**src/rtl/alu_result_collector.sv**
```systemverilog
// Two-entry result FIFO with a saturating accumulator, a push counter and sticky status
// flags. The accumulator, counter and flags advance on push only.
module alu_result_collector #(
    parameter int DEPTH = 2,
    parameter int ACC_W = 12
) (
    input  logic             clk,
    input  logic             rst_n,
    input  logic             in_valid,
    input  logic [1:0]       in_op,
    input  logic [7:0]       in_result,
    output logic             in_ready,
    output logic             out_valid,
    output logic [1:0]       out_op,
    output logic [7:0]       out_data,
    input  logic             out_ready,
    input  logic             clr,
    output logic [ACC_W-1:0] acc,
    output logic             acc_ovf,
    output logic [7:0]       txn_cnt,
    output logic             err_op
);

    typedef enum logic [1:0] {
        ST_EMPTY = 2'd0,
        ST_ONE   = 2'd1,
        ST_FULL  = 2'd2
    } state_e;

    state_e           state_q;
    logic             in_ready_q;
    logic             out_valid_q;
    logic             wr_ptr_q;
    logic             rd_ptr_q;
    logic [9:0]       mem_q [DEPTH];

    logic [ACC_W-1:0] acc_q, acc_d, acc_base;
    logic [ACC_W:0]   sum;
    logic             ovf_q, ovf_d;
    logic             err_q, err_d;
    logic [7:0]       cnt_q, cnt_d;

    logic             push;
    logic             pop;

    // Handshakes use only the registered flags, so in_ready never depends on out_ready.
    assign push = in_valid & in_ready_q;
    assign pop  = out_valid_q & out_ready;

    // NOTE: sequential state uses non-blocking assignments so every register samples
    // pre-edge values regardless of statement order.
    always_ff @(posedge clk or negedge rst_n) begin
        if (!rst_n) begin
            state_q     <= ST_EMPTY;
            in_ready_q  <= 1'b1;
            out_valid_q <= 1'b0;
        end else begin
            case (state_q)
                ST_EMPTY: begin
                    if (push) begin
                        state_q     <= ST_ONE;
                        out_valid_q <= 1'b1;
                    end
                end
                ST_ONE: begin
                    if (push && !pop) begin
                        state_q    <= ST_FULL;
                        in_ready_q <= 1'b0;
                    end else if (pop && !push) begin
                        state_q     <= ST_EMPTY;
                        out_valid_q <= 1'b0;
                    end
                end
                ST_FULL: begin
                    if (pop) begin
                        state_q    <= ST_ONE;
                        in_ready_q <= 1'b1;
                    end
                end
                default: begin
                    state_q     <= ST_EMPTY;
                    in_ready_q  <= 1'b1;
                    out_valid_q <= 1'b0;
                end
            endcase
        end
    end

    // NOTE: the two storage entries are reset so the head reads zero out of reset;
    // at this depth that costs only a handful of flops.
    always_ff @(posedge clk or negedge rst_n) begin
        if (!rst_n) begin
            wr_ptr_q <= 1'b0;
            rd_ptr_q <= 1'b0;
            for (int i = 0; i < DEPTH; i++) begin
                mem_q[i] <= '0;
            end
        end else begin
            if (push) begin
                mem_q[wr_ptr_q] <= {in_op, in_result};
                wr_ptr_q        <= wr_ptr_q + 1'b1;
            end
            if (pop) begin
                rd_ptr_q <= rd_ptr_q + 1'b1;
            end
        end
    end

    // NOTE: every always_comb output gets a default first so no latch can be inferred.
    always_comb begin
        acc_base = clr ? '0 : acc_q;
        ovf_d    = clr ? 1'b0 : ovf_q;
        err_d    = clr ? 1'b0 : err_q;
        cnt_d    = clr ? 8'd0 : cnt_q;
        sum      = {1'b0, acc_base} + {{(ACC_W - 7){1'b0}}, in_result};
        acc_d    = acc_base;
        if (push) begin
            if (sum[ACC_W]) begin
                acc_d = '1;
                ovf_d = 1'b1;
            end else begin
                acc_d = sum[ACC_W-1:0];
            end
            err_d = err_d | (in_op == 2'b10);
            cnt_d = cnt_d + 8'd1;
        end
    end

    always_ff @(posedge clk or negedge rst_n) begin
        if (!rst_n) begin
            acc_q <= '0;
            ovf_q <= 1'b0;
            err_q <= 1'b0;
            cnt_q <= 8'd0;
        end else begin
            acc_q <= acc_d;
            ovf_q <= ovf_d;
            err_q <= err_d;
            cnt_q <= cnt_d;
        end
    end

    assign in_ready  = in_ready_q;
    assign out_valid = out_valid_q;
    assign out_op    = mem_q[rd_ptr_q][9:8];
    assign out_data  = mem_q[rd_ptr_q][7:0];
    assign acc       = acc_q;
    assign acc_ovf   = ovf_q;
    assign txn_cnt   = cnt_q;
    assign err_op    = err_q;

endmodule

```
**config.mk**
```make
export PLATFORM = sky130hd
export DESIGN_NAME = alu_result_collector
export DESIGN_NICKNAME = d
export VERILOG_FILES = /design/src/rtl/alu_result_collector.sv
export SDC_FILE = /design/constraint.sdc
export NUM_CORES = 1
export LEC_CHECK = 0
export BUFFER_PORTS_ARGS = -buffer_cell sky130_fd_sc_hd__buf_2
export CAP_MARGIN = 20
export CORE_UTILIZATION = 56
export CTS_BUF_LIST = sky130_fd_sc_hd__clkbuf_4
export CTS_CLUSTER_SIZE = 14
export DETAILED_ROUTE_END_ITERATION = 12
export PLACE_DENSITY = 0.91
export SETUP_SLACK_MARGIN = 0.1
export SLEW_MARGIN = 20
export SYNTH_ARGS = -nofsm -noshare
export SYNTH_HDL_FRONTEND = slang
export SYNTH_SLANG_ARGS = --single-unit
```
**constraint.sdc**
```tcl
create_clock -name clk -period 6.13 [get_ports clk]
set_clock_uncertainty 0.2 [all_clocks]
set_input_delay 0.3065 -clock clk [delete_from_list [all_inputs] [get_ports clk]]
set_output_delay 0.3065 -clock clk [all_outputs]
set_load 0.1 [all_outputs]
```
**Word-level counts from Yosys, hierarchy flattened**

Cells that the tools add are included.
W data, S select, Z words.

- Register bits after elaboration: 48
- Input bits: 15
- Output and inout port bits: 34
- Logic and storage cells: 71

- Add/sub/neg operators: 4
- $lt $le $gt $ge: 3
- Eq/ne operators: 9
- Mux-type cells: 28
- Bitwise gates (word level): 7
- Reductions and logical operators: 9

Operator list:

| cell | count |
|---|---|
| $mux W10 | 4 |
| $mux W12 | 3 |
| $bwmux W20 | 1 |
| $mux W8 | 2 |
| $add A12 B8 Y13 | 1 |
| $demux W10 S1 | 1 |
| $mux W1 | 10 |
| $ne A2 B2 Y1 const B | 5 |
| $add A8 B1 Y8 const B | 1 |
| $mux W2 | 4 |
| $pmux W1 S3 | 2 |
| $pmux W2 S3 | 1 |
| $reduce_and A3 Y1 | 2 |
| $eq A2 B2 Y1 const B | 2 |
| $ge A2 B2 Y1 const B | 2 |
| $not A1 Y2 | 2 |
| $reduce_and A4 Y1 | 1 |
| $logic_and A1 B1 Y1 | 3 |
| $ne A3 B3 Y1 const B | 1 |
| $add A1 B1 Y1 const B | 2 |
| $and A1 B1 Y1 | 2 |
| $eq A2 B1 Y1 const B | 1 |
| $logic_not A1 Y1 | 2 |
| $logic_not A2 Y1 | 1 |
| other kinds (3) | 4 |

**Logic depth before layout (Yosys ltp)**

Gate-level depths: netlist of run 1.

- Word-level depth: 6
- Gate-level depth with buffers: 9
- Gate-level depth less buffers: 8

**Worst setup path before layout of run 1**

Ideal clock, no wire load.

- Path kind: reg2reg
- Start: register acc_q[0] (netlist: acc[0])
- End: register acc_q[7] (netlist: acc[7])
- Library setup time: 0.132 ns
- Data arrival time: 2.893 ns
- Required time: 5.798 ns
- Slack: 2.906 ns
- Cell stages (with the launch flop): 9
- Path buffers: 0
- Period minus slack after synthesis: 3.224 ns
- Cells stage by stage: dfrtp_1 nor2b_1 ha_1 fa_1 a21o_1 a221oi_2 o21ai_2 mux2_4 or3b_1

- Word-level cells in the longest chain between the ends: 4

Ends and longest elaborated chain:

| what | line | RTL |
|---|---|---|
| start: declaration | 37 | `logic [ACC_W-1:0] acc_q, acc_d, acc_base;` |
| start signal: assignment | 131 | `acc_q <= '0;` |
| start signal: assignment | 136 | `acc_q <= acc_d;` |
| $mux W12 | 111 | `acc_base = clr ? '0 : acc_q;` |
| $add A12 B8 Y13 | 115 | `sum = {1'b0, acc_base} + {{(ACC_W - 7){1'b0}}, in_result};` |
| $mux W12 | 118 | `if (sum[ACC_W]) begin` |
| $mux W12 | 117 | `if (push) begin` |
| via acc_d[7] | 37 |  |

The timed path passes the listed nets, and every way through them passes these cells.
A chain may end at the register's enable or synchronous reset.

**Worst setup path in the final report of run 1**

- Start: input in_result[0]
- End: register acc_q[7] (netlist: acc[7])

- Word-level cells in the longest chain between the ends: 3

Ends and longest elaborated chain:

| what | line | RTL |
|---|---|---|
| start: declaration | 11 | `input logic [7:0] in_result,` |
| $add A12 B8 Y13 | 115 |  |
| $mux W12 | 118 |  |
| $mux W12 | 117 |  |
| via acc_d[7] | 37 |  |

The timed path passes the listed nets, and every way through them passes these cells.

==> reports/qor.yml, run 1 <==
final_nets: 315
clockRootBuffer: "sky130_fd_sc_hd__clkbuf_4"
setup.worst_path.start_class: "primary input"
drt_wl_total_mm: 5.227
maxSlewViolCount: 0
drt-initial-drc-count: 138
cell_depth_of_the_worst_hold_path: 2
cp_slowest_stage_delay_ns: 0.53
critical_path_class: "primary input to flip-flop"
fin_crit_sh_pct: 48.32
post_synthesis_compound_gate_area_fraction_pct: 10.47
synth.cell_area_um2: 2546
hpwl_mm: 3.606
worst_setup_path_end_kind: "flip-flop"
postSynthNetCount: 267
clock.fmax_mhz: 337.6
synth-seq-area-share_pct: 47.22
tightest_slew_ns: 0.6004
grt_antenna_before_repair: 0
rsz0062_at_grt: "false"
htree_num_levels: 2
timing.critical_path.buf_inv: 2
cellLeakagePower_uw: 0.001547
worst_path_arrival_time_ns: 3.01
start_util_pct: 58.48
post_synth_and_or_nand_nor_area_fraction_pct: 15.43
tritoncts: "yes"
power.total_uw: 534.0
count_of_cells_along_the_worst_register_to_register_path: 8
drc: 0
synth_top_family_by_area: "simple AND/OR/NAND/NOR gates"
synth-xor-area-share_pct: 4.472
die_x_um: 69.43
detail_route.vias_per_cell: 5.798
reg2reg_to: "acc[7]$_DFF_PN0_"
ant_nets: 0
final-hold-violation-count: 0
clk_transition_reported_paths_ns: 0.13
adder_cell_fraction_of_synth_area_pct: 6.192
postSynthAreaPerCell_um2: 10.61
floorplan.die.height_um: 69.43
dr.pass1.iters: 4
clock_latency_ns: 0.36
finalWeightedCongestion: 0.7904
routedWlPerCell_um: 15.33
maxCapViolCount: 0
drive_gt1_share_pct: 31.14
floorplan.rows: 24
synth-edff-count: 0
worst_hold_startpoint: "in_result[3]"
peakVddDrop_v: 0.0001368
worst_hold_path_class: "primary input to flip-flop"
cell_with_the_biggest_individual_delay_on_the_critical_path: "sky130_fd_sc_hd__dlygate4sd3_1"
power-per-cell-area_nw_per_um2: 182.9
floorplan.io_pins: 49
globalRouteTotalUtil_pct: 22.87
globalRoute.totalOverflow: 0
critPathTopFamily: "compound AO/OA/AOI/OAI gates"
final_cell_mix: "sky130_fd_sc_hd__dfrtp_1 (47), sky130_fd_sc_hd__buf_2 (47), sky130_fd_sc_hd__mux2_2 (29)"
post_cts_resized: 0
synth.yosys.warnings: 0
critical_path_peak_fanout: 7
pin_count_of_the_biggest_net_entering_global_routing: 49
outcome: "complete, no violations"
synthFlopType: "sky130_fd_sc_hd__dfrtp_1"
path_cells: "dlygate4sd3_1, buf_2, ha_1, fa_1, a21o_1, a221oi_2, o21ai_2, mux2_4, or3b_1"
cp.required_ns: 6.18
coreArea_um2: 4354
number_of_global_route_vias_before_repair: 1956
clock_buffer_count_from_cts: 5
tritoncts_num_sinks: 48
ant_diodes: 0
slew_headroom_pct: 59.97
numPortBuffers: 48
yosys_register_bits: 48
grt_pass1_wl_mm: 8.873
setup_total_neg_slack_ns: 0
rr_startpoint: "acc[0]$_DFF_PN0_"
worst-r2r-setup-slack_ns: 3.23
holdPathEnd: "mem_q[13]$_DFFE_PN0P_"
post-route-min-period_ns: 2.962
cts_max_path_buffers: 2
synth.area.mux_share_pct: 13.42
fp.dieArea_um2: 4821
post_synth_inst_count: 240
setup-violations-final: 0
ys_types: 38
flow.area_growth_from_synthesis_pct: 14.64
ys_async_sr_fraction_pct: 100.0
layout.filler_cells: 349
routed-via-count: 1977
==> layer usage <==
layer  global-route usage (%)  vias up  share of wire [%]
met2                    37.43       52                 50
met4                    6.576        0                1.3
met3                    5.233        8                3.9
li1                         -      942                  -
met5                        0        -                  0
met1                    30.57      975                 45
==> how the worst max path moves through the flow <==
stage,from,to,slack (ns),cells past startpoint
after floorplan,acc[0]$_DFF_PN0_,acc[7]$_DFF_PN0_,2.91,8
after global placement,clr,acc[7]$_DFF_PN0_,3.04,9
after detailed placement,clr,acc[7]$_DFF_PN0_,2.95,9
after CTS,acc[0]$_DFF_PN0_,acc[7]$_DFF_PN0_,3.26,8
after global routing,in_result[0],acc[7]$_DFF_PN0_,3.10,9
final,in_result[0],acc[7]$_DFF_PN0_,3.17,9
==> power breakdown <==
part	total [uW]	switching (uW)	leakage (uW)	internal [uW]
clock	192	102	0.0000456	90.1
sequential	317	0.0000000000000173	0.000667	317
combinational	25.5	17.4	0.000834	8.09
==> cell type report <==
type	instances	area (um2)	area share (%)
flip-flops and latches	48	1202	41.19
clock inverters	2	35.03	1.200
well taps	52	65.06	2.229
repair buffers	51	272.8	9.344
clock buffers	6	45.04	1.543
inverters	7	26.28	0.9001
multi-input cells	175	1272	43.59
==> per-stage QoR <==
| step | setup slack [ns] | util [%] | hold WS [ns] | std cells | cell area [um2] |
|---|---|---|---|---|---|
| 4_1_cts | 3.255 | 66.75 | 0.008227 | 340 | 2907 |
| 3_3_place_gp | 3.041 | 64.45 | 0.2594 | 330 | 2806 |
| 5_1_grt | 3.101 | 67.04 | 0.002096 | 341 | 2919 |
| 2_1_floorplan | 2.906 | - | -0.1891 | 240 | 2546 |
| 6_report | 3.168 | 67.04 | 0.01622 | 341 | 2919 |
| 3_5_place_dp | 2.954 | 64.45 | 0.2772 | 330 | 2806 |
==> registers in the layout (all words and copies together) (netlist names) <==
signal,cells
err_op,1
in_ready,1
txn_cnt,8
acc,12
state_q,2
wr_ptr_q,1
mem_q,20
rd_ptr_q,1
out_valid,1
acc_ovf,1
==> cell families (layout without fill, tap and decap cells) <==
family | after synthesis | count (layout)
AND/OR/NAND/NOR | 79 | 79
flip-flops | 48 | 48
AO/OA/AOI/OAI | 41 | 41
multiplexers | 30 | 30
buffers and inverters | 17 | 66
XOR/XNOR | 13 | 13
adder cells (fa/ha/maj) | 12 | 12
==> repair_timing <==
action,in CTS,in global routing
hold buffers,2,1
endpoints found under the hold margin,48,1
setup buffers,0,0
==> cells in the mapped netlist (all sizes together) (2+ instances only) <==
library cell  number  area, um2
a211oi             2      15.01
a21o               5      37.54
a21oi             12      60.06
a31oi              7      43.79
and3               4      25.02
buf                3      18.76
clkbuf             7      26.28
dfrtp             47       1176
ha                11      137.6
inv                7      26.27
mux2              30      341.6
nand2             18      67.56
nand2b             3      18.77
nand3              4      20.02
nand4              6      37.54
nor2              21      78.83
nor2b             15      93.84
nor3               3      15.01
o21ai              8      43.79
o31ai              2      15.01
xnor2              5      43.79
xor2               8      70.07
(Power assumes the default switching activity.)
==> run 2: changes to the inputs <==
- clock period: 6.13 -> 2.8 ns (I/O delays scaled with it)
==> reports/qor.yml, run 2 (synthesized netlist as in run 1, its figures left out) <==
outcome: "complete, no violations"
globalRouteTotalUtil_pct: 23.70  # +0.83 points
worst_setup_path_end_kind: "flip-flop"
count_of_cells_along_the_worst_register_to_register_path: 8  # unchanged
routed-via-count: 2024  # +2.4%
p_sw_share_pct: 22.75  # +0.44 points
largest_register_by_flop_count: "mem_q"
worst_hold_path_class: "primary input to flip-flop"
ant_nets: 0  # unchanged
slew_headroom_pct: 52.54  # -7.4 points
final_nets: 332  # +5.4%
largest_register_ff_count: 20  # unchanged
grt_pass1_wl_mm: 9.066  # +2.2%
tritoncts_num_sinks: 48  # unchanged
clock.fmax_mhz: 374.5
final_cell_mix: "sky130_fd_sc_hd__buf_2 (48), sky130_fd_sc_hd__dfrtp_1 (41), sky130_fd_sc_hd__mux2_2 (29)"
globalRoute.totalOverflow: 0  # unchanged
power.share.clock_pct: 29.8  # -6.1 points
part_of_the_power_in_registers_pct: 63.8  # +4.5 points
clock_latency_ns: 0.35  # about the same
finalWeightedCongestion: 0.8317  # +5.2%
worst-r2r-setup-slack_ns: 0.13  # -3.10 ns
mostFrequentLayoutCell: "sky130_fd_sc_hd__buf_2"
power.total_uw: 1086  # +100%
final-hold-violation-count: 0  # unchanged
clock_buffer_count_from_cts: 5  # unchanged
fin_crit_sh_pct: 95.37
rsz0062_at_grt: "true"
peakVddDrop_v: 0.0002600  # +90%
power-per-cell-area_nw_per_um2: 352.5  # +93%
layout.filler_cells: 315  # -9.7%
pin_count_of_the_biggest_net_entering_global_routing: 34  # -31%
design_area_um2: 3082  # +5.6%
drc: 0  # unchanged
die_x_um: 69.43  # unchanged
dr.pass1.iters: 4  # unchanged
numPortBuffers: 48  # unchanged
post-route-min-period_ns: 2.670
cts_max_path_buffers: 2  # unchanged
cts_post_setup_buffers_inserted: 0  # unchanged
fp.dieArea_um2: 4821  # unchanged
reg2reg_to: "acc[7]$_DFF_PN0_"
flow.area_growth_from_synthesis_pct: 21.03
drt-initial-drc-count: 85  # -38%
routedWlPerCell_um: 15.23  # -0.63%
grt_antenna_before_repair: 0  # unchanged
clockRootBuffer: "sky130_fd_sc_hd__clkbuf_4"
cell_depth_of_the_worst_hold_path: 3  # +1
critical_path_peak_fanout: 2  # -5
setup.worst_path.start_class: "flip-flop"
hpwl_mm: 3.931  # +9.0%
worst_path_arrival_time_ns: 2.72  # -0.29 ns
cellLeakagePower_uw: 0.001601  # +3.5%
ant_diodes: 0  # unchanged
holdPathEnd: "txn_cnt[2]$_DFF_PN0_"
worst_hold_startpoint: "clr"
power.net_switching_uw: 247.1  # +110%
floorplan.die.height_um: 69.43  # unchanged
coreArea_um2: 4354  # unchanged
rr_startpoint: "acc[0]$_DFF_PN0_"
floorplan.rows: 24  # unchanged
start_util_pct: 58.48  # unchanged
maxCapViolCount: 0  # unchanged
floorplan.io_pins: 49  # unchanged
cell_internal_pwr_uw: 839.3  # +100%
share_comb_of_total_power_pct: 6.4  # +1.6 points
detail_route.vias_per_cell: 5.654  # -2.5%
post_dp_cell_area_um2: 2884  # +2.8%
cp.required_ns: 2.85  # -3.33 ns
maxSlewViolCount: 0  # unchanged
critical_path_class: "flip-flop to flip-flop"
tritoncts: "yes"
clk_transition_reported_paths_ns: 0.14  # about the same
htree_num_levels: 2  # unchanged
drt_wl_total_mm: 5.453  # +4.3%
tightest_slew_ns: 0.7120  # +0.1115 ns
drive_gt1_share_pct: 34.31  # +3.2 points
number_of_global_route_vias_before_repair: 1978  # +1.1%
setup-violations-final: 0  # unchanged
-- run 2: timing repair --
item | CTS | global route
setup endpoints to repair | 0 | 2
hold endpoints to repair | 58 | 0
gates resized for setup | 0 | 1
hold buffers | 14 | 0
-- run 2: layout make-up --
class                      instances  area (um2)  area share, %
clock buffer                       7       52.55          1.705
clock inverter                     1       5.005         0.1624
inverter                           7       26.28         0.8526
multi-input combinational        175        1295          42.02
sequential                        48        1212          39.34
tap                               52       65.06          2.111
timing repair buffer              68       425.4          13.80
-- run 2: layer usage --
| layer | part of all wire [%] | global-route usage (%) |
|---|---|---|
| met1 | 44 | 30.45 |
| met2 | 51 | 40.99 |
| met3 | 3.6 | 3.198 |
| met4 | 1.9 | 8.617 |
| met5 | 0 | 0 |
-- run 2: worst max-delay path by stage --
| stage | endpoint | from | cells after the start | slack, ns |
|---|---|---|---|---|
| after floorplan | acc[7]$_DFF_PN0_ | acc[0]$_DFF_PN0_ | 8 | -0.07 |
| after global placement | acc[7]$_DFF_PN0_ | acc[0]$_DFF_PN0_ | 8 | 0.22 |
| after detailed placement | acc[7]$_DFF_PN0_ | acc[0]$_DFF_PN0_ | 8 | 0.15 |
| final | acc[7]$_DFF_PN0_ | acc[0]$_DFF_PN0_ | 8 | 0.13 |
| after CTS | acc[7]$_DFF_PN0_ | acc[0]$_DFF_PN0_ | 8 | 0.12 |
| after global routing | acc[7]$_DFF_PN0_ | acc[0]$_DFF_PN0_ | 8 | 0.07 |
-- run 2: metrics by stage --
step	setup WS [ns]	hold slack (ns)	instances	setup TNS, ns	utilization, %
final	0.1297	0.05303	358	0	70.78
after floorplan	-0.06777	-0.3556	240	-0.06777	-
after CTS	0.1241	0.03431	358	0	70.78
after global routing	0.07009	0.08518	358	0	70.78
after detailed placement	0.1515	0.03093	336	0	66.24
after global placement	0.2225	0.02209	336	0	66.24
-- run 2: power groups by stage --
stage	Clock (uW)	Sequential, uW	Combinational [uW]
floorplan	0	707	20.0
global placement	0	706	53.4
detailed placement	0	706	55.4
CTS	333	693	69.2
global route	352	693	76.3
finish	324	693	69.0
-- run 2: worst max-delay path, cell delays in order (launching register included) --
cell	delay (ns)
sky130_fd_sc_hd__dfrtp_4	0.49
sky130_fd_sc_hd__nor2b_4	0.14
sky130_fd_sc_hd__ha_4	0.17
sky130_fd_sc_hd__fa_2	0.35
sky130_fd_sc_hd__a21o_1	0.20
sky130_fd_sc_hd__a221oi_2	0.31
sky130_fd_sc_hd__o21ai_2	0.09
sky130_fd_sc_hd__mux2_4	0.25
sky130_fd_sc_hd__or3b_1	0.37
==> run 3: changes to the inputs <==
- CORE_UTILIZATION: 56 -> 55
- PLACE_DENSITY: 0.91 -> 0.89
- RECOVER_POWER: not set -> 25
==> reports/qor.yml, run 3 (synthesized netlist as in run 1, its figures left out) <==
outcome: "complete, no violations"
count_of_cells_along_the_worst_register_to_register_path: 8  # unchanged
clockRootBuffer: "sky130_fd_sc_hd__clkbuf_4"
final-hold-violation-count: 0  # unchanged
finalWeightedCongestion: 0.8366  # +0.59%
power-per-cell-area_nw_per_um2: 351.8  # -0.22%
largest_register_by_flop_count: "mem_q"
final_nets: 331  # -0.30%
peakVddDrop_v: 0.0002477  # -4.7%
floorplan.rows: 24  # unchanged
power.total_uw: 1078  # -0.75%
drc: 0  # unchanged
routedWlPerCell_um: 15.19  # -0.27%
rsz0062_at_grt: "true"
ant_diodes: 0  # unchanged
tritoncts_num_sinks: 48  # unchanged
worst_hold_path_class: "primary input to flip-flop"
drive_gt1_share_pct: 33.77  # -0.54 points
maxCapViolCount: 0  # unchanged
design_area_um2: 3065  # -0.53%
pin_count_of_the_biggest_net_entering_global_routing: 27  # -21%
placed_cells: 336  # unchanged
maxSlewViolCount: 0  # unchanged
final-instance-count-excl-fill: 357  # -0.28%
cell_internal_pwr_uw: 818.2  # -2.5%
detail_route.vias_per_cell: 5.644  # -0.17%
timing.hold.ws_ns: 0.05789  # +0.004859 ns
power.net_switching_uw: 260.1  # +5.2%
drt_wl_total_mm: 5.423  # -0.55%
final_cell_mix: "sky130_fd_sc_hd__buf_2 (47), sky130_fd_sc_hd__dfrtp_1 (41), sky130_fd_sc_hd__mux2_2 (29)"
setup-violations-final: 0  # unchanged
p_sw_share_pct: 24.12  # +1.4 points
holdPathEnd: "wr_ptr_q$_DFFE_PN0P_"
rr_startpoint: "acc[0]$_DFF_PN0_"
cellLeakagePower_uw: 0.001590  # -0.71%
slew_headroom_pct: 11.34  # -41 points
globalRoute.totalOverflow: 0  # unchanged
largest_register_ff_count: 20  # unchanged
pre_cts_worst_setup_slack_ns: 0.1487  # -0.002849 ns
fp.dieArea_um2: 4906  # +1.8%
cts_max_path_buffers: 2  # unchanged
clock.fmax_mhz: 377.1  # +0.69%
path_cells: "nor2b_4, ha_4, fa_2, a21o_1, a221oi_2, o21ai_2, mux2_4, or3b_1"
clk_transition_reported_paths_ns: 0.14  # about the same
cell_with_the_biggest_individual_delay_on_the_critical_path: "sky130_fd_sc_hd__dfrtp_4"
number_of_global_route_vias_before_repair: 2060  # +4.1%
ant_nets: 0  # unchanged
reg2reg_to: "acc[7]$_DFF_PN0_"
hpwl_mm: 3.935  # about the same
floorplan.die.height_um: 70.04  # +0.88%
worst_hold_startpoint: "in_valid"
critical_path_class: "flip-flop to flip-flop"
globalRouteTotalUtil_pct: 23.66  # -0.043 points
worst_setup_path_end_kind: "flip-flop"
grt_pass1_wl_mm: 9.156  # +0.99%
cp_slowest_stage_delay_ns: 0.50  # about the same
post-route-min-period_ns: 2.652  # -0.01835 ns
clock_latency_ns: 0.36  # about the same
htree_num_levels: 2  # unchanged
clock_buffer_count_from_cts: 5  # unchanged
worst_path_arrival_time_ns: 2.71  # about the same
flow.area_growth_from_synthesis_pct: 20.39
timing.final.ws_setup_ns: 0.1480  # +0.01835 ns
post_dp_cell_area_um2: 2884  # unchanged
mostFrequentLayoutCell: "sky130_fd_sc_hd__buf_2"
drt-initial-drc-count: 180  # +110%
worst-r2r-setup-slack_ns: 0.15  # +0.02 ns
grt_antenna_before_repair: 0  # unchanged
routed-via-count: 2015  # -0.44%
fin_crit_sh_pct: 94.71  # -0.66 points
dr.pass1.iters: 4  # unchanged
coreArea_um2: 4414  # +1.4%
setup.worst_path.start_class: "flip-flop"
floorplan.io_pins: 49  # unchanged
share_comb_of_total_power_pct: 6.3  # about the same
part_of_the_power_in_registers_pct: 64.3  # +0.5 points
tritoncts: "yes"
power.share.clock_pct: 29.4  # -0.4 points
tightest_slew_ns: 1.330  # +0.6179 ns
start_util_pct: 57.68  # -0.80 points
die_x_um: 70.04  # +0.88%
cell_depth_of_the_worst_hold_path: 5  # +2
cts_post_setup_buffers_inserted: 0  # unchanged
critical_path_peak_fanout: 2  # unchanged
numPortBuffers: 48  # unchanged
cp.required_ns: 2.86  # about the same
-- run 3: how the worst max path moves through the flow --
stage	start	end	slack, ns	cells after the start
after detailed placement	acc[0]$_DFF_PN0_	acc[7]$_DFF_PN0_	0.15	8
final	acc[0]$_DFF_PN0_	acc[7]$_DFF_PN0_	0.15	8
after CTS	acc[0]$_DFF_PN0_	acc[7]$_DFF_PN0_	0.13	8
after global placement	acc[0]$_DFF_PN0_	acc[7]$_DFF_PN0_	0.22	8
after floorplan	acc[0]$_DFF_PN0_	acc[7]$_DFF_PN0_	-0.07	8
after global routing	acc[0]$_DFF_PN0_	acc[7]$_DFF_PN0_	0.05	8
-- run 3: final cells by class --
class | instances | area [um2]
Clock buffer | 5 | 37.54
Clock inverter | 3 | 17.52
Fill cell | 319 | 1349
Inverter | 7 | 26.28
Multi-Input combinational cell | 175 | 1295
Sequential cell | 48 | 1212
Tap cell | 52 | 65.06
Timing Repair Buffer | 67 | 411.6
-- run 3: layer usage --
metal	track usage, %	wire length [um]	up-vias
met5	0	0	-
met4	8.000	114	0
met3	4.329	174	11
met2	39.64	2663	53
met1	30.97	2471	981
li1	-	-	970
-- run 3: what timing repair did --
action / CTS / global route
endpoints found under the setup margin: 0 / 3
resized for setup: 0 / 1
endpoints found under the hold margin: 47 / 0
hold buffers: 13 / 0
-- run 3: worst max-delay path: cells and delay by family, from the launching register on --
kind,cells,cell delay (ns)
mux,1,0.26
compound gates,3,0.58
flops,1,0.50
fa+ha+maj,2,0.51
simple gates,2,0.51
-- run 3: power groups by stage --
stage | registers (uW) | clock network [uW] | logic [uW]
final | 693 | 317 | 68.4
after global routing | 694 | 347 | 76.9
after CTS | 693 | 322 | 68.9
after detailed placement | 706 | 0 | 56.1
after global placement | 706 | 0 | 55.2
after floorplan | 707 | 0 | 20.0
-- run 3: per-stage QoR --
stage	util (%)	TNS, ns
finish	69.44	0
CTS	69.53	0
global placement	65.33	0
global route	69.44	0
detailed placement	65.33	0
floorplan	-	-0.06777
